File: config.mk
export PLATFORM = sky130hd
export DESIGN_NAME = serial_adder_ctrl
export DESIGN_NICKNAME = d
export VERILOG_FILES = /design/src/rtl/serial_adder_pkg.sv /design/src/rtl/full_adder.sv /design/src/rtl/serial_adder_ctrl.sv
export SDC_FILE = /design/constraint.sdc
export NUM_CORES = 1
export LEC_CHECK = 0
export ABC_AREA = 0
export BUFFER_PORTS_ARGS = -buffer_cell sky130_fd_sc_hd__buf_4
export CORE_MARGIN = 2
export CORE_UTILIZATION = 49
export DETAILED_ROUTE_END_ITERATION = 16
export GPL_TIMING_DRIVEN = 0
export PLACE_DENSITY = 0.75
export SLEW_MARGIN = 20
export SYNTH_ARGS = -nofsm -noshare
export SYNTH_HDL_FRONTEND = slang
export SYNTH_SLANG_ARGS = --single-unit
File: constraint.sdc
create_clock -name clk -period 1.3 [get_ports clk]
set_input_delay 0.195 -clock clk [delete_from_list [all_inputs] [get_ports clk]]
set_output_delay 0.195 -clock clk [all_outputs]
set_load 0.01 [all_outputs]
File: src/rtl/serial_adder_pkg.sv
// -----------------------------------------------------------------------------
// serial_adder_pkg
// Shared definitions for the bit-serial adder controller:
//   - state_t      : 2-bit controller state type
//   - ST_IDLE/RUN/DONE : state encodings
//   - DEFAULT_WIDTH: default operand/sum width
// -----------------------------------------------------------------------------
package serial_adder_pkg;

    localparam int DEFAULT_WIDTH = 8;

    typedef logic [1:0] state_t;

    localparam state_t ST_IDLE = 2'd0;
    localparam state_t ST_RUN  = 2'd1;
    localparam state_t ST_DONE = 2'd2;

endpackage : serial_adder_pkg

File: src/rtl/full_adder.sv
// -----------------------------------------------------------------------------
// full_adder
// One-bit full-adder cell, shared across every bit position by the serial
// adder controller.
// Ports:
//   a, b      : operand bits
//   carry_in  : incoming carry
//   sum       : sum bit
//   carry_out : outgoing carry
// -----------------------------------------------------------------------------
module full_adder (
    input  logic a,
    input  logic b,
    input  logic carry_in,
    output logic sum,
    output logic carry_out
);

    logic half_sum;

    assign half_sum  = a ^ b;
    assign sum       = half_sum ^ carry_in;
    assign carry_out = (a & b) | (carry_in & half_sum);

endmodule : full_adder

File: src/rtl/serial_adder_ctrl.sv
// -----------------------------------------------------------------------------
// serial_adder_ctrl
// Bit-serial word adder: accepts an operand pair over a valid/ready handshake,
// feeds one bit pair per cycle (LSB first) through a single full_adder cell,
// collects the sum in a shift register and returns it over a second
// valid/ready handshake. Latency is WIDTH cycles from the accept edge.
//
// Ports:
//   clk, rst            : clock, asynchronous active-high reset
//   in_valid / in_ready : operand handshake (in_ready high only in IDLE)
//   a, b                : operands, sampled only on the input handshake
//   sub                 : subtract select (only with SERIAL_ADDER_SUB_EN)
//   out_valid/out_ready : result handshake (out_valid high only in DONE)
//   sum, carry_out      : result word and carry out of the MSB
//
// Build option:
//   SERIAL_ADDER_SUB_EN : adds the sub port; sub=1 computes a-b, and
//                         carry_out=1 then means "no borrow".
// -----------------------------------------------------------------------------
module serial_adder_ctrl
    import serial_adder_pkg::*;
#(
    parameter int WIDTH = DEFAULT_WIDTH
) (
    input  logic             clk,
    input  logic             rst,
    input  logic             in_valid,
    output logic             in_ready,
    input  logic [WIDTH-1:0] a,
    input  logic [WIDTH-1:0] b,
`ifdef SERIAL_ADDER_SUB_EN
    input  logic             sub,
`endif
    output logic             out_valid,
    input  logic             out_ready,
    output logic [WIDTH-1:0] sum,
    output logic             carry_out
);

    localparam int               CNT_W    = $clog2(WIDTH);
    localparam logic [CNT_W-1:0] CNT_LAST = CNT_W'(WIDTH - 1);

    state_t           state_q,  state_d;
    logic [CNT_W-1:0] cnt_q,    cnt_d;
    logic [WIDTH-1:0] a_sh_q,   a_sh_d;
    logic [WIDTH-1:0] b_sh_q,   b_sh_d;
    logic [WIDTH-1:0] sum_sh_q, sum_sh_d;
    logic             carry_q,  carry_d;

    logic [WIDTH-1:0] b_load;
    logic             carry_load;
    logic             fa_sum;
    logic             fa_carry;

`ifdef SERIAL_ADDER_SUB_EN
    // a - b = a + ~b + 1: invert B and seed the carry with the subtract bit.
    assign b_load     = b ^ {WIDTH{sub}};
    assign carry_load = sub;
`else
    assign b_load     = b;
    assign carry_load = 1'b0;
`endif

    full_adder u_full_adder (
        .a         (a_sh_q[0]),
        .b         (b_sh_q[0]),
        .carry_in  (carry_q),
        .sum       (fa_sum),
        .carry_out (fa_carry)
    );

    always_comb begin
        // NOTE: every next-state signal gets a hold default first, so no
        // path through the case statement can leave one unassigned (latch).
        state_d  = state_q;
        cnt_d    = cnt_q;
        a_sh_d   = a_sh_q;
        b_sh_d   = b_sh_q;
        sum_sh_d = sum_sh_q;
        carry_d  = carry_q;

        case (state_q)
            ST_IDLE: begin
                if (in_valid) begin
                    a_sh_d  = a;
                    b_sh_d  = b_load;
                    carry_d = carry_load;
                    cnt_d   = '0;
                    state_d = ST_RUN;
                end
            end
            ST_RUN: begin
                a_sh_d   = {1'b0, a_sh_q[WIDTH-1:1]};
                b_sh_d   = {1'b0, b_sh_q[WIDTH-1:1]};
                sum_sh_d = {fa_sum, sum_sh_q[WIDTH-1:1]};
                carry_d  = fa_carry;
                // The counter saturates on the last bit instead of wrapping.
                if (cnt_q == CNT_LAST) begin
                    state_d = ST_DONE;
                end else begin
                    cnt_d = cnt_q + CNT_W'(1);
                end
            end
            ST_DONE: begin
                if (out_ready) begin
                    state_d = ST_IDLE;
                end
            end
            default: begin
                state_d = ST_IDLE;
            end
        endcase
    end

    // NOTE: state registers use non-blocking assignments so every flop
    // samples the pre-edge value of every other flop.
    always_ff @(posedge clk or posedge rst) begin
        if (rst) begin
            state_q  <= ST_IDLE;
            cnt_q    <= '0;
            a_sh_q   <= '0;
            b_sh_q   <= '0;
            sum_sh_q <= '0;
            carry_q  <= 1'b0;
        end else begin
            state_q  <= state_d;
            cnt_q    <= cnt_d;
            a_sh_q   <= a_sh_d;
            b_sh_q   <= b_sh_d;
            sum_sh_q <= sum_sh_d;
            carry_q  <= carry_d;
        end
    end

    // Moore outputs: decoded from registered state only.
    assign in_ready  = (state_q == ST_IDLE);
    assign out_valid = (state_q == ST_DONE);
    assign sum       = sum_sh_q;
    assign carry_out = carry_q;

endmodule : serial_adder_ctrl

==> results_dict.tcl <==
set metrics [dict create \
    regToRegEndpoint "b_sh_q[6]$_DFFE_PP0P_" \
    instances_no_fill 230 \
    critical_path.max_fanout 7 \
    multi_input_area_um2 938 \
    ir_drop_mv 1.04 \
    grt.busiest_layer "met2" \
    worst_path_max_delay_cell "dfrtp_1" \
    synth_edf_count 0 \
    synth.avg_cell_area_um2 11.5 \
    synth.net_count 159 \
    grt_max_degree 31 \
    yosysUniqueCellTypes 31 \
    die-width_um 60.5 \
    synth_common_cells "dfrtp_1, inv_1, nor4b_1" \
    place_inst 209 \
    die_area_um2 3650 \
    worst_pin_slew_ps 622 \
    fp-row-count 20 \
    synth.most_common_cell "dfrtp_1" \
    regArea_um2 751 \
    drc 0 \
    postPlaceCellArea_um2 1850 \
    p_switching_w 0.00192 \
    hpwl_mm 2.31 \
    first_iter_violations 28 \
    cts_num_sinks 30 \
    cts_tree "built" \
    netlist_instances 136 \
    ys.flop_type "dfrtp_1" \
    min_from "a[7]" \
    yosys.area.top_type "dfrtp_1" \
    holdPathEnd "a_sh_q[7]$_DFFE_PP0P_" \
    timing.final.crit_share 1.09 \
    worstHoldPathCells 2 \
    synth_area_leaders "dfrtp_1, nor4b_1, a211oi_2" \
    powerDensity_nw_per_um2 2240 \
    io_buffers 29 \
    violations "setup timing" \
    cp_slowest_stage_delay_ps 430 \
    setup_slack_ps -112 \
    seqPwrFrac 0.323 \
    drive_gt1_frac 0.548 \
    power.share.clock 0.141 \
    crit_type "reg2reg" \
    drt_wl_total_mm 4.03 \
    path_cells "buf_4 > nor2b_1 > buf_4 > buf_4 > a222oi_1" \
    dieHeight_um 60.5 \
    antenna_found_initial 0 \
    max_slew_margin 0.585 \
    setup_viol 17 \
    internal_power_w 0.00330 \
    grt_setup_unrepaired "yes" \
    reg2reg_from "state_q[0]$_DFFE_PP0P_" \
    first_pass_iters 4 \
    diodes 0 \
    clkSlewWorstSetupHoldPaths_ps 100 \
    hold_violations 0 \
    fillers 210 \
    r2r_slack_ps -110 \
    period_needed_ps 1410 \
    critPathLaunchType "flop" \
    cp_common_cell "buf_4" \
    rr_worst_depth 5 \
    ctsLongestPathBuffers 2 \
    root_buffer "clkbuf_4" \
    drv_cap 0 \
    synth_area_um2 1560 \
    cts_buffers 5 \
    fin_nets 208 \
    gr-usage-all-layers 0.220 \
    grt_pass1_wl_mm 5.81 \
    critPathRequiredTime_ps 1540 \
    post_drt_wl_per_cell_um 17.5 \
    clock_skew_ps 9.14 \
    synth-seq-cells 30 \
    area_delta_synth_final_pct 49.4 \
    worst_ep_arrival_time_ps 1660 \
    postLayoutCellArea_um2 2330 \
    drv_slew 0 \
    swShare 0.368 \
    grt_util_met3 0.0597 \
    yosys.area.top_type_share 0.481 \
    use_met1 0.263 \
    start_util 0.511 \
    clk_latency_ps 340 \
    p_comb_frac 0.536 \
    vias_per_cell 5.57 \
    place_congestion 0.764 \
    grt_use_met2 0.388 \
    power_leakage_nw 1.09 \
    synth_seq_area_share 0.481 \
    yosysWarnings 0 \
    grt-ovfl-total 0 \
    fmax_ghz 0.708 \
    drtAntennaViolNets 0 \
    h-tree-depth 2 \
    status "finished with violations" \
    critical_path.endpoint_type "flop" \
    grt_pass1_vias 1272 \
    ys_async_sr_fraction 1.00 \
    core_area_um2 3050 \
    io_pins 31 \
    dr_total_vias 1281 \
    min_path_type "in2reg" \
]
==> timing repair <==
action / CTS / global route
resized for setup: 32 / 26
hold buffers: 0 / 1
setup buffers: 8 / 4
endpoints found under the hold margin: 0 / 30
endpoints found under the setup margin: 13 / 27
pin swaps: 3 / 3
==> power groups by stage <==
stage	clock network (W)	logic, W	registers, W
floorplan	0	0.00141	0.00169
global placement	0	0.00197	0.00165
detailed placement	0	0.00206	0.00168
CTS	0.000739	0.00248	0.00166
global route	0.000776	0.00303	0.00172
finish	0.000734	0.00280	0.00169
==> layout make-up <==
type / instances / area share
multi-input cells: 75 / 0.402
flip-flops and latches: 30 / 0.322
inverters: 19 / 0.0306
well taps: 44 / 0.0236
repair buffers: 42 / 0.143
plain buffers: 12 / 0.0456
clock inverters: 3 / 0.0172
clock buffers: 5 / 0.0161
==> layer usage <==
metal	up-vias	wire length, um
met5	-	0
met4	0	86
met3	11	193
met2	38	2150
met1	641	1590
li1	591	-
==> cell families (layout without fill, tap and decap cells) <==
logic type      Yosys count  count (layout)  share of synthesized area
mux                       8               8                     0.0569
compound gates           23              23                      0.151
fa+ha+maj                 3               3                     0.0288
buf+inv                  31              81                     0.0929
simple gates             41              41                      0.190
flops                    30              30                      0.481
==> worst max-delay path by stage <==
stage	from	endpoint	cells past startpoint
after CTS	state_q[1]$_DFFE_PP0P_	out_valid	4
after floorplan	cnt_q[0]$_DFFE_PP0P_	cnt_q[0]$_DFFE_PP0P_	4
after global placement	state_q[0]$_DFFE_PP0P_	a_sh_q[0]$_DFFE_PP0P_	4
after global routing	state_q[0]$_DFFE_PP0P_	out_valid	3
after detailed placement	cnt_q[0]$_DFFE_PP0P_	cnt_q[2]$_DFFE_PP0P_	4
final	state_q[0]$_DFFE_PP0P_	b_sh_q[6]$_DFFE_PP0P_	5
==> worst max-delay path: cells and delay by family (launching register included) <==
kind	cells	cell delay, ps
AOI/OAI and AO/OA	1	280
buffers and inverters	3	490
DFF	1	430
and+or+nand+nor	1	120
==> registers in the layout (all words and copies together) (netlist names) <==
name / flops
cnt_q: 3
b_sh_q: 8
a_sh_q: 8
state_q: 2
carry_out: 1
sum: 8
==> per-stage QoR <==
step,TNS [ps],setup slack (ps),util,hold WS [ps],total power (W)
3_3_place_gp,-48.3,-28.2,0.606,460,0.00362
4_1_cts,-471,-93.1,0.698,108,0.00488
2_1_floorplan,0,31.2,-,286,0.00310
3_5_place_dp,-332,-73.5,0.606,461,0.00375
6_report,-769,-112,0.764,113,0.00522
5_1_grt,-1930,-151,0.764,102,0.00553
==> cells in the final DEF, fill, tap and decap left out, drive strengths merged, types with 2 or more instances in the layout <==
cell     n
a211oi   8
nor2     6
nand2b   3
nor3b    8
nor4bb   2
mux2     7
clkinv   2
a221oi   5
dfrtp   30
nor4b   14
buf     51
ha       2
nor2b    3
clkbuf   7
inv     19
a211o    3
and3     3
No activity file was read; power rests on OpenSTA's default activity.
